`config.mk`:
```
export PLATFORM = sky130hd
export DESIGN_NAME = pwm_sample_feeder
export DESIGN_NICKNAME = d
export VERILOG_FILES = /design/src/rtl/pwm_dac_pkg.sv /design/src/rtl/sync_fifo.sv /design/src/rtl/pwm_sample_feeder.sv
export SDC_FILE = /design/constraint.sdc
export NUM_CORES = 1
export LEC_CHECK = 0
export ABC_AREA = 0
export BUFFER_PORTS_ARGS = -buffer_cell sky130_fd_sc_hd__clkbuf_2
export CAP_MARGIN = 20
export CORE_UTILIZATION = 49
export DETAILED_ROUTE_END_ITERATION = 16
export PLACE_DENSITY = 0.69
export SLEW_MARGIN = 20
export SYNTH_ARGS = -nofsm -noshare
export SYNTH_HDL_FRONTEND = slang
export SYNTH_SLANG_ARGS = --single-unit
```
`constraint.sdc`:
```
create_clock -name clk_i -period 8.2 [get_ports clk_i]
set_clock_uncertainty 0.05 [all_clocks]
set_input_delay 0 -clock clk_i [delete_from_list [all_inputs] [get_ports clk_i]]
set_output_delay 0 -clock clk_i [all_outputs]
set_load 0.01 [all_outputs]
```
`src/rtl/pwm_dac_pkg.sv`:
```
// Shared definitions for the 4-bit PWM DAC and its upstream sample feeder.
package pwm_dac_pkg;

  localparam int DAC_WIDTH = 4;
  localparam int FRAME_LEN = 16;

  typedef logic [DAC_WIDTH-1:0] dac_code_t;

endpackage

```
`src/rtl/sync_fifo.sv`:
```
// Small synchronous FIFO with registered occupancy count. The head entry is
// always visible on data_o; pushes when full and pops when empty are ignored.
module sync_fifo #(
  parameter int Width = 4,
  parameter int Depth = 4
) (
  input  logic                           clk_i,
  input  logic                           rst_i,
  input  logic                           push_i,
  input  logic                           pop_i,
  input  logic [Width-1:0]               data_i,
  output logic [Width-1:0]               data_o,
  output logic                           full_o,
  output logic                           empty_o,
  output logic [$clog2(Depth+1)-1:0]     level_o
);

  localparam int PtrWidth   = $clog2(Depth);
  localparam int LevelWidth = $clog2(Depth+1);
  localparam logic [LevelWidth-1:0] FullCount = LevelWidth'(Depth);

  logic [Width-1:0]      r_mem [Depth];
  logic [PtrWidth-1:0]   r_wrPtr;
  logic [PtrWidth-1:0]   r_rdPtr;
  logic [LevelWidth-1:0] r_count;
  logic                  w_doPush;
  logic                  w_doPop;

  assign full_o   = (r_count == FullCount);
  assign empty_o  = (r_count == '0);
  assign level_o  = r_count;
  assign data_o   = r_mem[r_rdPtr];
  assign w_doPush = push_i && !full_o;
  assign w_doPop  = pop_i && !empty_o;

  // Storage needs no reset: entries are only read once the count says they are valid.
  always_ff @(posedge clk_i) begin
    if (w_doPush) begin
      r_mem[r_wrPtr] <= data_i;
    end
  end

  // Pointers wrap naturally because Depth is a power of two; the count moves only on unbalanced push/pop.
  always_ff @(posedge clk_i or posedge rst_i) begin
    if (rst_i) begin
      r_wrPtr <= '0;
      r_rdPtr <= '0;
      r_count <= '0;
    end else begin
      if (w_doPush) begin
        r_wrPtr <= r_wrPtr + PtrWidth'(1);
      end
      if (w_doPop) begin
        r_rdPtr <= r_rdPtr + PtrWidth'(1);
      end
      if (w_doPush && !w_doPop) begin
        r_count <= r_count + LevelWidth'(1);
      end else if (w_doPop && !w_doPush) begin
        r_count <= r_count - LevelWidth'(1);
      end
    end
  end

endmodule

```
`src/rtl/pwm_sample_feeder.sv`:
```
// Feeds duty codes to the PWM DAC. Codes are buffered in a FIFO and the DAC
// set value only changes on the edge that ends a PWM frame, so the DAC never
// sees a duty change mid-period. Empty-FIFO loads raise a sticky underrun.
module pwm_sample_feeder
  import pwm_dac_pkg::*;
#(
  parameter int DataWidth = DAC_WIDTH,
  parameter int FrameLen  = FRAME_LEN,
  parameter int FifoDepth = 4,
  parameter int HoldWidth = 8
) (
  input  logic                               clk_i,
  input  logic                               rst_i,
  input  logic                               en_i,
  input  logic [HoldWidth-1:0]               hold_i,
  input  logic [DataWidth-1:0]               data_i,
  input  logic                               valid_i,
  output logic                               ready_o,
  output logic [DataWidth-1:0]               set_o,
  output logic                               frame_o,
  output logic                               underrun_o,
  input  logic                               clear_i,
  output logic [$clog2(FifoDepth+1)-1:0]     level_o
);

  localparam int CntWidth   = $clog2(FrameLen);
  localparam int LevelWidth = $clog2(FifoDepth+1);
  localparam logic [CntWidth-1:0]  LastCnt = CntWidth'(FrameLen-1);
  localparam logic [HoldWidth:0]   HoldOne = (HoldWidth+1)'(1);

  logic [CntWidth-1:0]   r_frameCnt;
  logic [HoldWidth-1:0]  r_holdCnt;
  logic [HoldWidth-1:0]  r_holdQ;
  logic [DataWidth-1:0]  r_set;
  logic                  r_underrun;

  logic                  w_boundary;
  logic                  w_loadDue;
  logic                  w_push;
  logic                  w_pop;
  logic                  w_underrunEvt;
  logic                  w_full;
  logic                  w_empty;
  logic [DataWidth-1:0]  w_head;
  logic [LevelWidth-1:0] w_level;
  logic [HoldWidth:0]    w_holdTarget;
  logic [HoldWidth:0]    w_holdNext;

  // The hold comparison is done one bit wider so hold_cnt+1 can never wrap.
  assign w_boundary    = (r_frameCnt == LastCnt);
  assign w_holdTarget  = (r_holdQ == '0) ? HoldOne : {1'b0, r_holdQ};
  assign w_holdNext    = {1'b0, r_holdCnt} + HoldOne;
  assign w_loadDue     = (w_holdNext >= w_holdTarget);
  assign w_pop         = w_boundary && en_i && w_loadDue && !w_empty;
  assign w_underrunEvt = w_boundary && en_i && w_loadDue && w_empty;
  assign w_push        = valid_i && !w_full;

  assign ready_o    = !w_full;
  assign set_o      = r_set;
  assign frame_o    = (r_frameCnt == '0);
  assign underrun_o = r_underrun;
  assign level_o    = w_level;

  sync_fifo #(
    .Width (DataWidth),
    .Depth (FifoDepth)
  ) u_fifo (
    .clk_i   (clk_i),
    .rst_i   (rst_i),
    .push_i  (w_push),
    .pop_i   (w_pop),
    .data_i  (data_i),
    .data_o  (w_head),
    .full_o  (w_full),
    .empty_o (w_empty),
    .level_o (w_level)
  );

  // Free-running frame counter that ignores enable so it stays phase-locked to the DAC counter.
  always_ff @(posedge clk_i or posedge rst_i) begin
    if (rst_i) begin
      r_frameCnt <= '0;
    end else begin
      r_frameCnt <= r_frameCnt + CntWidth'(1);
    end
  end

  // Output code and hold bookkeeping only move on the edge that ends a frame.
  always_ff @(posedge clk_i or posedge rst_i) begin
    if (rst_i) begin
      r_set     <= '0;
      r_holdCnt <= '0;
      r_holdQ   <= HoldWidth'(1);
    end else if (w_boundary) begin
      if (!en_i) begin
        r_set     <= '0;
        r_holdCnt <= '0;
        r_holdQ   <= HoldWidth'(1);
      end else if (w_loadDue) begin
        if (!w_empty) begin
          r_set     <= w_head;
          r_holdQ   <= hold_i;
          r_holdCnt <= '0;
        end
      end else begin
        r_holdCnt <= r_holdCnt + HoldWidth'(1);
      end
    end
  end

  // Sticky underrun flag; a fresh underrun beats a simultaneous clear.
  always_ff @(posedge clk_i or posedge rst_i) begin
    if (rst_i) begin
      r_underrun <= 1'b0;
    end else if (w_underrunEvt) begin
      r_underrun <= 1'b1;
    end else if (clear_i) begin
      r_underrun <= 1'b0;
    end
  end

endmodule

```
==> reports/results.txt <==
CP Depth: 17
Seq cells post-synth: 48
Row Count: 25
Hpwl dp: 3.22 mm
GPL Wtd Cong: 0.855
R2R Setup Slk: 4.25 ns
Port-buffer cells: 26
Post_cts resized: 0
Synthesis Warnings: 0
Cell mode on critical path: ha_1
Yosys top cell area share: 32.4%
Depth of the worst register-to-register path: 17
Routed Wire Length: 4.46 mm
Endpoints failing setup: 0
Overflow after GRT: 0
Comb pwr share: 38.6%
Largest net degree at the start of global routing: 33
Final Power: 927 uW
Clock transition at the registers of the reported paths: 0.10 ns
Delay-heaviest family, CP: simple AND/OR/NAND/NOR gates
Initial antenna violation count: 0
Crit Reg-Reg Startpoint: r_holdCnt[0]
CTS sink cnt: 48
Worst-path cell chain: ha_1, nand3_2, or3_1, nand2_1, ha_1, and3_1, a221o_1, a31oi_4, a21oi_2, and2_4, inv_2, ha_1, inv_1, fa_1, xor2_1, nor2_1, xor2_1
Ratio of cells with drive above 1 in the final layout: 21.4%
Crit-path max cell delay: 0.43 ns
Post-route antenna net violation count: 0
Initial Util: 50.7%
First-pass GRT wire length: 7.67 mm
Number of hold buffers added after CTS: 15
Seq pwr share: 42.4%
I/O pin cnt: 27
Sequential cell area: 0.00128 mm^2
Total GRT Usage: 19.6%
Multi-input logic area: 0.00102 mm^2
Top post-synthesis cells by area: dfrtp_1 (32%), edfxtp_1 (20%), ha_1 (8.4%)
R2r endpoint: u_fifo.level_o[2]
Buf/Inv on CP: 2
Residual DRC: 0
H-tree depth: 2
CP Launch Type: flip-flop
CTS Buf Count: 5
Synth unique cells: 47
Final Max Tran Viols: 0
Clock root cell: clkbuf_8
Final worst path period need: 3.95 ns
Total Neg Setup Slack: 0 ns
Syn Nets: 226
Avg WL per Cell: 14.6 um
Share of the yosys chip area belonging to registers: 53.5%
Die H: 71.9 um
Max FO, Critical Path: 11
P_leak: 0.00129 uW
Synth async-reset ratio: 66.7%
Hold Vio Cnt, Final: 0
End of the critical path: u_fifo.level_o[2]
Pwr/cell area: 324 mW/mm^2
FILL cells: 385
Dominant synthesized flop cell: dfrtp_1
Clk pwr share: 19.0%
Post-synth top area cell: dfrtp_1
Violation count after the first detailed-route iteration: 94
DR vias/cell: 5.21
Max-cap violation count: 0
EDFF count, synth: 16
Leading cell type in the layout, fill and taps excluded: dfrtp_1
CTS tree: yes
Switching part of the total: 36.0%
Die area: 0.00517 mm^2
Vias in the first global route: 1606
TritonRoute pass-1 iters: 4
Psw: 333 uW
Slowest-stage cell, CP: dfrtp_1
Setup repair after global routing missed its margin: false
Layout overhead on the synthesized area: 19.2%
Internal cell power: 593 uW
CP Launch Point: r_holdCnt[0]
Relative slew slack: 47.3%
Worst setup EP type: flip-flop
Maximum VDD drop: 0.000212 V
Ant. Diodes: 0
Die W: 71.9 um
# nets final: 271
Fin crit share: 48.2%
Post-CTS setup buffers: 0
Via count: 1588
Mapped cell area: 0.00240 mm^2
CP required: 8.39 ns
Critical path type: flip-flop to flip-flop
Worst-case clock buffer depth: 2
Most frequent cells in the layout: dfrtp_1 (31), clkbuf_2 (26), inv_1 (16), ha_1 (16), edfxtp_1 (16)
CP arrival: 4.14 ns
Clk Latency, worst-skew pair: 0.31 ns
Max Fclk: 253 MHz
Hold path cells: 3
Syn Area/Cell: 12.5 um^2
Status: finished clean
Worst hold-check path type: input port to flip-flop
Actual slew at the worst max-slew pin: 0.789 ns
Post-synthesis cell count: 192
Core area: 0.00472 mm^2
-- worst min path at each step --
stage | start | to | slack [ns]
2_1_floorplan | clear_i | underrun_o | 0.03
3_3_place_gp | rst_i | r_frameCnt[1] | 0.03
3_5_place_dp | rst_i | r_frameCnt[0] | 0.04
4_1_cts | valid_i | u_fifo.r_wrPtr[0] | 0.12
5_1_grt | valid_i | u_fifo.r_mem[1][0] | 0.14
6_report | valid_i | u_fifo.r_wrPtr[0] | 0.11
-- logic make-up after synthesis --
group	after synthesis	share of synthesized area, %
AO/OA/AOI/OAI	37	12.4
XOR/XNOR	12	4.39
adder cells (fa/ha/maj)	17	9.19
buffers and inverters	22	3.97
flip-flops	48	53.5
multiplexers	9	6.16
AND/OR/NAND/NOR	47	10.3
-- worst min-delay path: cells and delay by family --
family                 cells  cell delay, ns
buffers and inverters      1            0.11
AND/OR/NAND/NOR            1            0.24
XOR/XNOR                   1            0.09
-- power groups by stage --
stage / registers [uW] / logic [uW] / clock network [uW]
floorplan: 376 / 286 / 0
global placement: 396 / 344 / 0
detailed placement: 399 / 352 / 0
CTS: 394 / 360 / 182
global route: 405 / 408 / 189
finish: 393 / 357 / 176
-- registers in the layout, summed over array words and instances (netlist names) --
register,count
underrun_o,1
r_holdCnt,8
r_holdQ,8
u_fifo.r_mem,16
r_frameCnt,4
u_fifo.r_rdPtr,2
u_fifo.level_o,3
set_o,4
u_fifo.r_wrPtr,2
-- routing by layer --
layer | GRT usage (%) | share of wire [%]
met5 | 0 | 0
met4 | 5.88 | 1.3
met3 | 4.58 | 3.0
met2 | 32.1 | 48
met1 | 26.4 | 48
-- area by class of cell --
class                   instances  share of cell area (%)
well taps                      67                    2.93
repair buffers                 42                    10.1
multi-input cells             122                    35.7
clock inverters                 3                    1.66
flip-flops and latches         48                    44.9
clock buffers                   5                    2.41
inverters                      18                    2.37
-- per-stage QoR --
| stage | std cells | util [%] | worst slack, ns | hold WS, ns | cell area, um^2 |
|---|---|---|---|---|---|
| floorplan | 192 | - | 4.64 | 0.0306 | 2400 |
| global placement | 282 | 54.8 | 4.43 | 0.0325 | 2590 |
| detailed placement | 282 | 54.8 | 4.31 | 0.0414 | 2590 |
| CTS | 305 | 60.5 | 4.25 | 0.117 | 2860 |
| global route | 305 | 60.5 | 3.99 | 0.137 | 2860 |
| finish | 305 | 60.5 | 4.25 | 0.112 | 2860 |
-- Yosys cell counts, types with 2 or more instances --
cell / number
ha_1: 16
or3_1: 3
xnor2_1: 8
nand2_1: 13
inv_1: 16
mux2_2: 2
edfxtp_1: 16
a31o_1: 5
a22o_1: 13
nand3_1: 10
mux4_2: 4
a21o_1: 2
nand4_1: 2
xor2_1: 4
o21ai_0: 3
mux2i_1: 2
and3_1: 5
dfrtp_1: 31
nor2_1: 5
o21ai_1: 5
No activity file was read; power rests on OpenSTA's default activity.
